### config.mk
export PLATFORM = sky130hd
export DESIGN_NAME = fsk_nco_modulator_flat
export DESIGN_NICKNAME = d
export VERILOG_FILES = /design/src/rtl/fsk_nco_modulator_if.sv /design/src/rtl/fsk_nco_modulator.sv /design/src/flat_wrapper.sv
export SDC_FILE = /design/constraint.sdc
export NUM_CORES = 1
export LEC_CHECK = 0
export ABC_AREA = 1
export BUFFER_PORTS_ARGS = -buffer_cell sky130_fd_sc_hd__buf_2
export CORE_MARGIN = 4
export CORE_UTILIZATION = 50
export CTS_BUF_LIST = sky130_fd_sc_hd__clkbuf_16
export DETAILED_ROUTE_END_ITERATION = 8
export GPL_TIMING_DRIVEN = 1
export PLACE_DENSITY = 0.71
export SLEW_MARGIN = 20
export SYNTH_ARGS = -nofsm -noshare
export SYNTH_HDL_FRONTEND = slang
export SYNTH_SLANG_ARGS = --single-unit
export TNS_END_PERCENT = 20
### constraint.sdc
create_clock -name clk -period 3.3 [get_ports clk]
set_input_delay 0.99 -clock clk [delete_from_list [all_inputs] [get_ports clk]]
set_output_delay 0.99 -clock clk [all_outputs]
set_load 0.05 [all_outputs]
### src/rtl/fsk_nco_modulator_if.sv
// Bit-stream handshake between the framing logic and the FSK modulator.
//   bit_data  : bit to transmit (producer -> modulator)
//   bit_valid : bit_data is valid (producer -> modulator)
//   bit_ready : modulator FIFO can accept a bit (modulator -> producer)
// Modports:
//   master : the bit producer (framing logic or testbench)
//   slave  : the modulator
interface fsk_nco_modulator_if;
  logic bit_data;
  logic bit_valid;
  logic bit_ready;

  modport master (
    output bit_data,
    output bit_valid,
    input  bit_ready
  );

  modport slave (
    input  bit_data,
    input  bit_valid,
    output bit_ready
  );
endinterface

### src/rtl/fsk_nco_modulator.sv
// Binary FSK modulator: queues serial bits in a small FIFO and holds each bit
// for SAMPLES_PER_BIT sample ticks. A phase-accumulator NCO drives a full-wave
// sine LUT and produces offset-binary samples. The phase runs continuously
// across bit boundaries and tone changes. The mark tone is sent when idle.
// Ports:
//   clk            : clock
//   reset          : asynchronous, active-low reset
//   i_clr          : synchronous soft clear, same effect as reset
//   i_sample_en    : one-clk sample tick
//   i_inc_space    : phase increment for bit 0
//   i_inc_mark     : phase increment for bit 1 and idle
//   bit_if         : bit stream handshake (slave side)
//   o_sample       : sine sample, offset binary
//   o_sample_valid : one-clk pulse, sample updated this cycle
//   o_busy         : a bit is being sent or the FIFO is non-empty
//   o_underrun     : one-clk pulse, bit stream ended with the FIFO empty
module fsk_nco_modulator #(
  parameter int OUT_W           = 8,
  parameter int PHASE_W         = 16,
  parameter int LUT_AW          = 5,
  parameter int SAMPLES_PER_BIT = 32,
  parameter int FIFO_DEPTH      = 4
) (
  input  logic                  clk,
  input  logic                  reset,
  input  logic                  i_clr,
  input  logic                  i_sample_en,
  input  logic [PHASE_W-1:0]    i_inc_space,
  input  logic [PHASE_W-1:0]    i_inc_mark,
  fsk_nco_modulator_if.slave    bit_if,
  output logic [OUT_W-1:0]      o_sample,
  output logic                  o_sample_valid,
  output logic                  o_busy,
  output logic                  o_underrun
);

  localparam int LUT_N = 1 << LUT_AW;
  localparam int MID   = 1 << (OUT_W - 1);
  localparam int PTR_W = $clog2(FIFO_DEPTH);
  localparam int CNT_W = $clog2(FIFO_DEPTH + 1);
  localparam int BC_W  = $clog2(SAMPLES_PER_BIT + 1);

  localparam logic [0:0] IDLE = 1'b0;
  localparam logic [0:0] DATA = 1'b1;

  // Sine table built at elaboration, rounding half away from zero.
  logic [OUT_W-1:0] w_lut [LUT_N];

  for (genvar k = 0; k < LUT_N; k++) begin : g_lut
    localparam real ANG = 2.0 * 3.14159265358979323846 * real'(k) / real'(LUT_N);
    localparam real AMP = real'(MID - 1) * $sin(ANG);
    localparam int  RND = (AMP >= 0.0) ? $rtoi(AMP + 0.5) : -$rtoi(0.5 - AMP);
    assign w_lut[k] = OUT_W'(MID + RND);
  end

  logic [PHASE_W-1:0] r_phase;
  logic [0:0]         r_state;
  logic [BC_W-1:0]    r_cnt;
  logic               r_cur_bit;
  logic               r_mem [FIFO_DEPTH];
  logic [PTR_W-1:0]   r_wr_ptr;
  logic [PTR_W-1:0]   r_rd_ptr;
  logic [CNT_W-1:0]   r_count;
  logic               r_ready;
  logic [OUT_W-1:0]   r_sample;
  logic               r_sample_valid;
  logic               r_busy;
  logic               r_underrun;

  logic               w_empty;
  logic               w_push;
  logic               w_bit_end;
  logic               w_pop;
  logic               w_tone;
  logic [0:0]         w_state_next;
  logic [CNT_W-1:0]   w_count_next;
  logic [LUT_AW-1:0]  w_addr;

  assign w_empty   = (r_count == '0);
  assign w_push    = bit_if.bit_valid && r_ready;
  assign w_bit_end = (r_state == IDLE) || (r_cnt == BC_W'(SAMPLES_PER_BIT));
  assign w_pop     = i_sample_en && w_bit_end && !w_empty;
  assign w_addr    = r_phase[PHASE_W-1 -: LUT_AW];

  // At a bit boundary the tone comes from the FIFO head, or mark when empty.
  always_comb begin
    w_tone       = r_cur_bit;
    w_state_next = r_state;
    if (i_sample_en && w_bit_end) begin
      w_tone       = w_empty ? 1'b1 : r_mem[r_rd_ptr];
      w_state_next = w_empty ? IDLE : DATA;
    end
  end

  always_comb begin
    w_count_next = r_count;
    case ({w_push, w_pop})
      2'b10:   w_count_next = r_count + 1'b1;
      2'b01:   w_count_next = r_count - 1'b1;
      default: w_count_next = r_count;
    endcase
  end

  always_ff @(posedge clk or negedge reset) begin
    if (!reset) begin
      r_phase        <= '0;
      r_state        <= IDLE;
      r_cnt          <= '0;
      r_cur_bit      <= 1'b0;
      r_wr_ptr       <= '0;
      r_rd_ptr       <= '0;
      r_count        <= '0;
      r_ready        <= 1'b1;
      r_sample       <= OUT_W'(MID);
      r_sample_valid <= 1'b0;
      r_busy         <= 1'b0;
      r_underrun     <= 1'b0;
      for (int i = 0; i < FIFO_DEPTH; i++) r_mem[i] <= 1'b0;
    end else if (i_clr) begin
      r_phase        <= '0;
      r_state        <= IDLE;
      r_cnt          <= '0;
      r_cur_bit      <= 1'b0;
      r_wr_ptr       <= '0;
      r_rd_ptr       <= '0;
      r_count        <= '0;
      r_ready        <= 1'b1;
      r_sample       <= OUT_W'(MID);
      r_sample_valid <= 1'b0;
      r_busy         <= 1'b0;
      r_underrun     <= 1'b0;
    end else begin
      if (w_push) begin
        r_mem[r_wr_ptr] <= bit_if.bit_data;
        r_wr_ptr        <= r_wr_ptr + 1'b1;
      end
      if (w_pop) begin
        r_cur_bit <= r_mem[r_rd_ptr];
        r_rd_ptr  <= r_rd_ptr + 1'b1;
      end
      r_count        <= w_count_next;
      r_ready        <= (w_count_next != CNT_W'(FIFO_DEPTH));
      r_busy         <= (w_state_next == DATA) || (w_count_next != '0);
      r_state        <= w_state_next;
      r_sample_valid <= i_sample_en;
      r_underrun     <= i_sample_en && w_bit_end && w_empty && (r_state == DATA);
      if (i_sample_en) begin
        // Sample uses the pre-increment phase.
        r_sample <= w_lut[w_addr];
        r_phase  <= r_phase + (w_tone ? i_inc_mark : i_inc_space);
        if (!w_bit_end)   r_cnt <= r_cnt + 1'b1;
        else if (w_empty) r_cnt <= '0;
        else              r_cnt <= BC_W'(1);
      end
    end
  end

  assign bit_if.bit_ready = r_ready;
  assign o_sample         = r_sample;
  assign o_sample_valid   = r_sample_valid;
  assign o_busy           = r_busy;
  assign o_underrun       = r_underrun;

endmodule

### src/flat_wrapper.sv
// flat-port wrapper written by rule: the top's interface ports become plain ports
module fsk_nco_modulator_flat 
#(
  parameter int OUT_W           = 8,
  parameter int PHASE_W         = 16,
  parameter int LUT_AW          = 5,
  parameter int SAMPLES_PER_BIT = 32,
  parameter int FIFO_DEPTH      = 4
)
  (clk, reset, i_clr, i_sample_en, i_inc_space, i_inc_mark, o_sample, o_sample_valid, o_busy, o_underrun, bit_if_bit_data, bit_if_bit_valid, bit_if_bit_ready);
  fsk_nco_modulator_if bit_if_i ();
  input  logic clk;
  input  logic reset;
  input  logic i_clr;
  input  logic i_sample_en;
  input  logic [PHASE_W-1:0] i_inc_space;
  input  logic [PHASE_W-1:0] i_inc_mark;
  output logic [OUT_W-1:0] o_sample;
  output logic o_sample_valid;
  output logic o_busy;
  output logic o_underrun;
  input wire logic [$bits(bit_if_i.bit_data)-1:0] bit_if_bit_data;
  input wire logic [$bits(bit_if_i.bit_valid)-1:0] bit_if_bit_valid;
  output wire logic [$bits(bit_if_i.bit_ready)-1:0] bit_if_bit_ready;
  assign bit_if_i.bit_data = bit_if_bit_data;
  assign bit_if_i.bit_valid = bit_if_bit_valid;
  assign bit_if_bit_ready = bit_if_i.bit_ready;
  fsk_nco_modulator #(.OUT_W(OUT_W), .PHASE_W(PHASE_W), .LUT_AW(LUT_AW), .SAMPLES_PER_BIT(SAMPLES_PER_BIT), .FIFO_DEPTH(FIFO_DEPTH)) u_core (.clk(clk), .reset(reset), .i_clr(i_clr), .i_sample_en(i_sample_en), .i_inc_space(i_inc_space), .i_inc_mark(i_inc_mark), .bit_if(bit_if_i), .o_sample(o_sample), .o_sample_valid(o_sample_valid), .o_busy(o_busy), .o_underrun(o_underrun));
endmodule
==> results of run 1 <==
-- worst max path at each step --
stage | from | endpoint | slack [ps] | depth (start not counted)
final | u_core.r_cnt[1] | u_core.r_phase[10] | 210 | 27
after global routing | u_core.r_cnt[0] | u_core.r_phase[10] | -50 | 27
after CTS | u_core.r_cnt[0] | u_core.r_phase[10] | 220 | 27
after detailed placement | i_sample_en | u_core.r_phase[10] | -10 | 22
after global placement | i_sample_en | u_core.r_phase[13] | 50 | 17
after floorplan | i_sample_en | u_core.r_phase[10] | 320 | 22
-- worst max-delay path: stages, from the launching register on --
cell and delay (ps):
dfrtp_1 400, inv_1 80, ha_1 140, nand2_1 50, inv_1 100, nand3_4 110
nand2_4 100, nand2_2 90, nand2_4 90, nand2_4 80, inv_2 60, nand2_1 50
nand2_1 60, ha_1 140, inv_1 60, fa_1 350, inv_1 80, nand2_1 50
inv_1 70, nand2_1 70, nand2_2 90, a21boi_0 110, o21ai_1 220, nand2_1 100
nand2_1 60, nand2_1 50, nand3_1 60, nand2_1 50
-- state kept, by name, summed over array words and instances, names as in the netlist, 2 cells and up --
signal           cells
u_core.r_phase      16
u_core.r_wr_ptr      2
u_core.r_cnt         6
u_core.r_count       3
u_core.o_sample      8
u_core.r_mem         4
u_core.r_rd_ptr      2
-- kinds of logic (layout without fill, tap and decap cells) --
kind of cell    after synthesis  after routing  synth area share
simple gates                220            220            0.2668
buf+inv                      67            121           0.07863
xor+xnor                      5              5           0.01274
flops                        47             47            0.3429
compound gates              101            101            0.1744
fa+ha+maj                    33             33            0.1245
-- through the flow --
stage	cell area (um2)	TNS, ps	hold WS, ps	worst slack [ps]
2_1_floorplan	3437	0	453.4	322.0
3_3_place_gp	3779	0	463.3	52.02
3_5_place_dp	3779	-11.36	468.7	-11.36
4_1_cts	3968	0	485.2	220.3
5_1_grt	3988	-49.60	497.9	-49.60
6_report	3988	0	477.7	212.7
-- routing by layer --
metal | part of all wire | track usage | wire, um
met5 | 0 | 0 | 0
met4 | 0.0077 | 0.05276 | 63
met3 | 0.044 | 0.02917 | 357
met2 | 0.48 | 0.3317 | 3887
met1 | 0.47 | 0.2694 | 3833
-- synthesized netlist by cell type (all sizes together), types with 4 or more instances --
cell	count	area (um2)
o22ai	6	37.54
buf	8	48.80
a21oi	32	171.4
dfrtp	45	1126
o211ai	4	30.03
nand2	153	599.3
a32o	5	50.05
nand3	27	145.1
nor2	31	118.9
ha	31	387.9
o21ai	39	195.2
a21o	4	30.03
inv	53	198.9
-- layout make-up --
cell class              count  area, um2
fillers                   591       2507
multi-input cells         359       2008
flip-flops and latches     47       1179
repair buffers             57      305.3
inverters                  56      210.2
clock buffers               5      125.1
well taps                  77      96.34
clock inverters             3      63.81
-- where the power goes --
part           internal (mW)  total (mW)  switching, mW
sequential             0.753       0.916          0.164
combinational          0.702        2.04           1.34
clock                  0.432       0.656          0.224
total                   1.89        3.61           1.72
==> run metrics, run 1 <==
min-delay src=u_core.o_sample[6]; routability cong.=~0.86; Vias=about 3,200; max-slew violation count=0; RR Endpoint=u_core.r_phase[10]; hold depth=2; syn nets=544; final WL=8140 um; Routed Antenna Nets=0; Die Ht=between 90 and 100 um; core area=~6500 um2; Fin Clk Skew=5.034 ps; # setup viols final=0; share of cells above drive strength 1=0.1518; Num CTS Buffers=5; Reg-to-Reg Start=u_core.r_cnt[1]; Site Rows=29; Post-synth top flop=dfrtp_1; cts hold-fix bufs=0; Clock transition at path regs=about 70 ps; relative slew slack=0.5940; period utilization=0.9355; commonest non-fill, non-tap cell in the layout=nand2_1; power per cell area=roughly 910 nW/um2; first-pass detailed-route iteration total=6; antenna violations before repair=0; WHS Endpoint=u_core.o_sample[6]; fin util=0.6139; leakage power=approximately 2.1 nW; FF-to-FF path depth=27; antenna fix cells=0; CP endpoint kind=register; kind of critical path=reg2reg; Clock Latency Late Sink=roughly 290 ps; Finished Layout Cells=just over 600; P&R area growth vs syn=16.02%; Post-CTS Resized=0; Final nets=597; CTS root buffer=clkbuf_16; global-route wire length before repair=about 14,000 um; sequential area share after synthesis=0.3429; Yosys warning total=0; overall power=~3.6 mW; maximum clock rate=approximately 320 MHz; wire length per cell=approximately 13 um; GRT Total Usage=0.1982; num ports=50; startpoint types=register; R2R setup slack=approximately 210 ps; Max IR drop VDD=between 0.0004 and 0.0005 V; First DRT Iteration DRCs=approximately 110; die area=a little over 8000 um2; outcome=completed; worst slew pin tran=between 600 and 700 ps; CTS tree=done; IO buf count=between 40 and 50; Final Hold Vio Count=0; Tmin final=3087 ps; largest net degree at the start of global routing=48; Worst Hold Class=reg2reg; EDFF count, synth=0; worst path arrival time=~3300 ps; Max H-tree Level=2; dpl hpwl=~6000 um; FF+latch count, synth=47; Max Cap Viol=0; clk buf depth=2; die extent in x=just over 90 um; Async SR Flop Fraction=1.000; Clock Sinks=47; starting density of the core=0.5292; distinct cell type count of the synthesized netlist=between 40 and 50; most frequent cells in the layout=146 x nand2_1, 52 x inv_1, 49 x buf_2, 45 x dfrtp_1, 36 x o21ai_0; vias per inst=between 5 and 6; Synth Instances=~470; Cell Area, Synth=between 3000 and 4000 um2; Setup Buffers After CTS=0; crit path max fanout=7; Worst EP required=approximately 3500 ps; Congestion Overflow GR=0; post-synthesis area per instance=approximately 7.3 um2; vias in the first global route=between 2,000 and 3,000; post-route DRC violation count=0; dpl cells=slightly below 600
Power figures use the tool's default switching activity.
==> inputs of run 2 (changes only) <==
--- a/config.mk
+++ b/config.mk
@@ -13,6 +13,7 @@
 export DETAILED_ROUTE_END_ITERATION = 8
 export GPL_TIMING_DRIVEN = 1
 export PLACE_DENSITY = 0.71
+export REMOVE_ABC_BUFFERS = 1
 export SLEW_MARGIN = 20
 export SYNTH_ARGS = -nofsm -noshare
 export SYNTH_HDL_FRONTEND = slang
==> run 2 against run 1 <==
Net effect: critical path depth down 6; clock skew down 0.72 ps; count of clock-buffer cells in the layout unchanged; sequential share of layout area up 0.22 points; routed wire length down 4.0%; hold slack better by 4.3 ps; largest power group unchanged.
==> run metrics, run 2 (synthesis gave the netlist of run 1 again) <==
outcome=completed; startpoint types=register; CP max stage delay=about 410 ps; overall power=between 3 and 4 mW; Die Ht=between 90 and 100 um; # setup viols final=0; Routed Antenna Nets=0; vias per inst=about 5.2; kind of critical path=reg2reg; Clock transition at path regs=60 ps; Vias=roughly 3,200; power per cell area=876.3 nW/um2; cts hold-fix bufs=0; Final Hold Vio Count=0; cell chain of the critical path=inv_2 -> ha_1 -> nand2_1 -> inv_1 -> nand3_4 -> a21oi_4 -> nand2_4 -> nand2_4 -> inv_2 -> buf_12 -> nand2_1 -> nand2_1 -> ha_1 -> nand2_1 -> o21ai_1 -> inv_1 -> o21bai_2 -> nand4_1 -> nand3_1 -> nand2_1 -> o21ai_0; CP top delay family=simple AND/OR/NAND/NOR gates; relative slew slack=0.7298; routability cong.=roughly 0.9; most flop-heavy register=u_core.r_phase; post-route DRC violation count=0; Reg-to-Reg Start=u_core.r_cnt[0]; Max H-tree Level=2; Crit path top cell by count=nand2_1; num ports=50; IO buf count=~50; maximum clock rate=330.4 MHz; first-pass detailed-route iteration total=4; die area=roughly 8300 um2; max-slew violation count=0; CTS root buffer=clkbuf_16; Critical Path Slowest Stage Cell=dfrtp_1; Tmin final=~3000 ps; CP Buf/Inv Count=5; Num CTS Buffers=5; antenna violations before repair=0; pre-CTS setup slack=-8.415 ps; wire length per cell=roughly 13 um; Finished Layout Cells=605; leakage power=2.136 nW; Clock Latency Late Sink=just under 300 ps; Worst Hold Class=reg2reg; First DRT Iteration DRCs=123; Max IR drop VDD=0.0004216 V; Worst EP required=approximately 3500 ps; most frequent cells in the layout=147 x nand2_1, 52 x inv_1, 49 x buf_2, 45 x dfrtp_1, 36 x o21ai_0; vias in the first global route=about 3,000; dpl hpwl=about 6000 um; P&R area growth vs syn=15.14%; global-route wire length before repair=~13,000 um; Final WS setup=272.9 ps; Site Rows=29; period utilization=0.9173; Placement Cell Area=3784 um2; antenna fix cells=0; dpl cells=595; largest net degree at the start of global routing=32; final WL=7812 um; Fin Clk Skew=4.318 ps; Final nets=around 600; crit path max fanout=14; Max Cap Viol=0; Largest register FFs=16; starting density of the core=0.5292; CP endpoint kind=register; commonest non-fill, non-tap cell in the layout=nand2_1; die extent in x=90.91 um; min-delay src=u_core.o_sample[6]; share of cells above drive strength 1=0.1496; worst slew pin tran=between 400 and 500 ps; core area=approximately 6500 um2; Clock Sinks=47; CTS tree=done; worst path arrival time=3230 ps; GRT Total Usage=0.1947; Crit. Startpoint=u_core.r_cnt[0]; Congestion Overflow GR=0; Design Area, Final=~4000 um2; clk buf depth=2
run 2: cell count changes in the layout (fill, tap and decap cells not counted):
cell / change
clkinv_1: +1
nand2_2: -1
buf_12: +1
clkinv_4: +1
nand2_1: +1
bufinv_16: -2
a21boi_0: -1
a21boi_1: +1
run 2: layout make-up:
class,count,area (um2)
clock inverter,3,16.27
fill,618,2537
clock buffer,5,125.1
tap,77,96.34
timing repair buffer,58,325.3
sequential,47,1179
multi-input combinational,359,2006
inverter,56,210.2
run 2: final timing paths:
path	to	slack, ps	cells after the start
worst max-delay path	u_core.r_phase[13]	270	21
worst max register to register	u_core.r_phase[13]	270	21
worst min-delay path	u_core.o_sample[6]	480	2
worst min register to register	u_core.o_sample[6]	480	2
max in group asynchronous	u_core.o_sample[7]	1900	2
min in group asynchronous	u_core.r_mem[0]	620	1
run 2: where the power goes:
part | internal (mW) | switching, mW
registers | 0.753 | 0.164
clock network | 0.277 | 0.215
logic | 0.732 | 1.33
run 2: what timing repair did:
action | in CTS | in global routing
setup buffers | 0 | 2
endpoints found under the setup margin | 0 | 4
resized for setup | 0 | 5
run 2: metal layers:
layer | global-route usage | share of wire | routed length (um) | vias to the layer above
met5 | 0 | 0 | 0 | -
met4 | 0.05402 | 0.0082 | 64 | 0
met3 | 0.03500 | 0.036 | 285 | 6
met2 | 0.3200 | 0.47 | 3633 | 53
met1 | 0.2645 | 0.49 | 3828 | 1440
li1 | - | - | - | 1669
run 2: stage by stage:
step / hold WS (ps) / util / TNS, ps
after floorplan: 453.4 / - / 0
after global placement: 462.8 / 0.5825 / 0
after detailed placement: 470.4 / 0.5825 / -8.415
after CTS: 486.7 / 0.6043 / 0
after global routing: 513.3 / 0.6093 / -8.080
final: 482.0 / 0.6093 / 0
run 2: worst register-to-register path, delay by kind of cell (launching register included):
family / cells / cell delay, ps
adder cells (fa/ha/maj): 2 / 470
buffers and inverters: 5 / 470
flip-flops: 1 / 410
AND/OR/NAND/NOR: 10 / 840
AO/OA/AOI/OAI: 4 / 770
==> inputs of run 3 (changes only) <==
==> constraint.sdc (replaced) <==
create_clock -name clk -period 3.3 [get_ports clk]
set_input_delay 0.66 -clock clk [delete_from_list [all_inputs] [get_ports clk]]
set_output_delay 0.66 -clock clk [all_outputs]
set_load 0.05 [all_outputs]
==> run 3 against run 2 <==
Net effect: critical endpoint is now u_core.r_phase[8]; sequential power is essentially flat; cell count shrank 0.66%; global-route usage grew 0.29 points; hold slack lost 100 ps; sequential share of layout area grew 0.17 points; clock skew is essentially flat; first-iteration DRC count grew 22%; highest routed layer unchanged; routed wire length shrank 1.5%; clock power grew 14%.
==> run metrics, run 3 (synthesis gave the netlist of run 1 again) <==
outcome=completed; clk buf depth=2; global-route wire length before repair=13,810 um; multi-input logic area=approximately 2000 um2; Largest register FFs=16; Vias=between 3,000 and 4,000; worst slew pin tran=805.7 ps; wire length per cell=around 13 um; CTS tree=done; worst hold margin=between 300 and 400 ps; worst path arrival time=~3200 ps; die area=8265 um2; post-route DRC violation count=0; period utilization=0.9214; max-slew violation count=0; power per cell area=between 800 and 900 nW/um2; share of cells above drive strength 1=0.1489; starting density of the core=0.5292; leakage power=2.121 nW; Design Area, Final=about 3900 um2; Clock Sinks=47; Critical Path Slowest Stage Cell=dfrtp_1; Congestion Overflow GR=0; final WL=7694 um; R2R setup slack=260 ps; vias in the first global route=3,070; antenna violations before repair=0; commonest non-fill, non-tap cell in the layout=nand2_1; register area=around 1200 um2; startpoint types=register; P&R area growth vs syn=14.49%; antenna fix cells=0; RSZ-0062 raised after global routing=yes; Routed Antenna Nets=0; Max IR drop VDD=0.0004166 V; most frequent cells in the layout=146 x nand2_1, 54 x inv_1, 48 x buf_2, 45 x dfrtp_1, 35 x o21ai_0; first-pass detailed-route iteration total=5; routability cong.=0.8436; IO buf count=49; crit path max fanout=12; core area=about 6500 um2; CTS root buffer=clkbuf_16; dpl hpwl=5805 um; Num CTS Buffers=5; Worst Hold Class=in2async; Clock transition at path regs=60 ps; GRT Total Usage=0.1976; Clock Latency Late Sink=280 ps; Fin Clk Skew=~4.7 ps; Placement Cell Area=3749 um2; relative slew slack=0.4609; Tmin final=3041 ps; CP max stage delay=around 400 ps; maximum clock rate=328.9 MHz; num ports=50; largest net degree at the start of global routing=between 40 and 50; Die Ht=~91 um; Final nets=~590; kind of critical path=reg2reg; Final Hold Vio Count=0; First DRT Iteration DRCs=150; Crit path top cell by count=nand2_1; # fillers=roughly 610; die extent in x=90.91 um; vias per inst=a little over 5; Site Rows=29; # setup viols final=0; most flop-heavy register=u_core.r_phase; Worst EP required=approximately 3500 ps; Max Cap Viol=0; cts hold-fix bufs=0; Max H-tree Level=2; CP endpoint kind=register
==> run 3: metal layers <==
layer  routed length (um)  vias to the layer above  GRT usage  part of all wire
li1                     -                     1655          -                 -
met1                 3737                     1385     0.2670              0.49
met2                 3532                       61     0.3360              0.46
met3                  323                        9    0.03083             0.042
met4                  101                        0    0.04271             0.013
met5                    0                        -          0                 0
==> run 3: cell type report <==
cell class                      count  area share
Timing Repair Buffer               54     0.07250
Tap cell                           77     0.02448
Clock inverter                      3    0.009539
Inverter                           56     0.05342
Multi-Input combinational cell    359      0.5087
Sequential cell                    47      0.2995
Clock buffer                        5     0.03180
==> run 3: worst max-delay path, delay by kind of cell, from the launching register on <==
| family | cells | cell delay, ps |
|---|---|---|
| flops | 1 | 400 |
| buf+inv | 7 | 600 |
| fa+ha+maj | 3 | 630 |
| compound gates | 4 | 380 |
| simple gates | 12 | 930 |
==> run 3: timing repair <==
action                                  CTS  global route
gates resized for setup                   0             6
endpoints found under the setup margin    0             7
setup buffers                             0             1
==> run 3: worst paths after layout <==
path | startpoint | endpoint | depth (start not counted)
max | u_core.r_cnt[0] | u_core.r_phase[8] | 26
min | reset | u_core.r_mem[0] | 1
max reg2reg | u_core.r_cnt[0] | u_core.r_phase[8] | 26
min reg2reg | u_core.o_sample[6] | u_core.o_sample[6] | 2
max in group asynchronous | reset | u_core.r_cur_bit | 1
min in group clk | u_core.o_sample[6] | u_core.o_sample[6] | 2
==> run 3: power by group <==
| group | internal, mW | switching, mW |
|---|---|---|
| Sequential | 0.753 | 0.164 |
| Combinational | 0.711 | 1.33 |
| Clock | 0.352 | 0.211 |
| Total | 1.82 | 1.71 |
==> run 3: stage by stage <==
stage	power, mW	setup TNS, ps	setup WS (ps)	utilization	instances
after floorplan	2.451	0	373.8	-	462
final	3.522	0	259.3	0.6059	601
after global placement	2.887	0	319.6	0.5772	592
after global routing	3.903	-21.56	-13.90	0.6059	601
after detailed placement	2.921	0	194.9	0.5772	592
after CTS	3.509	0	176.9	0.6022	600
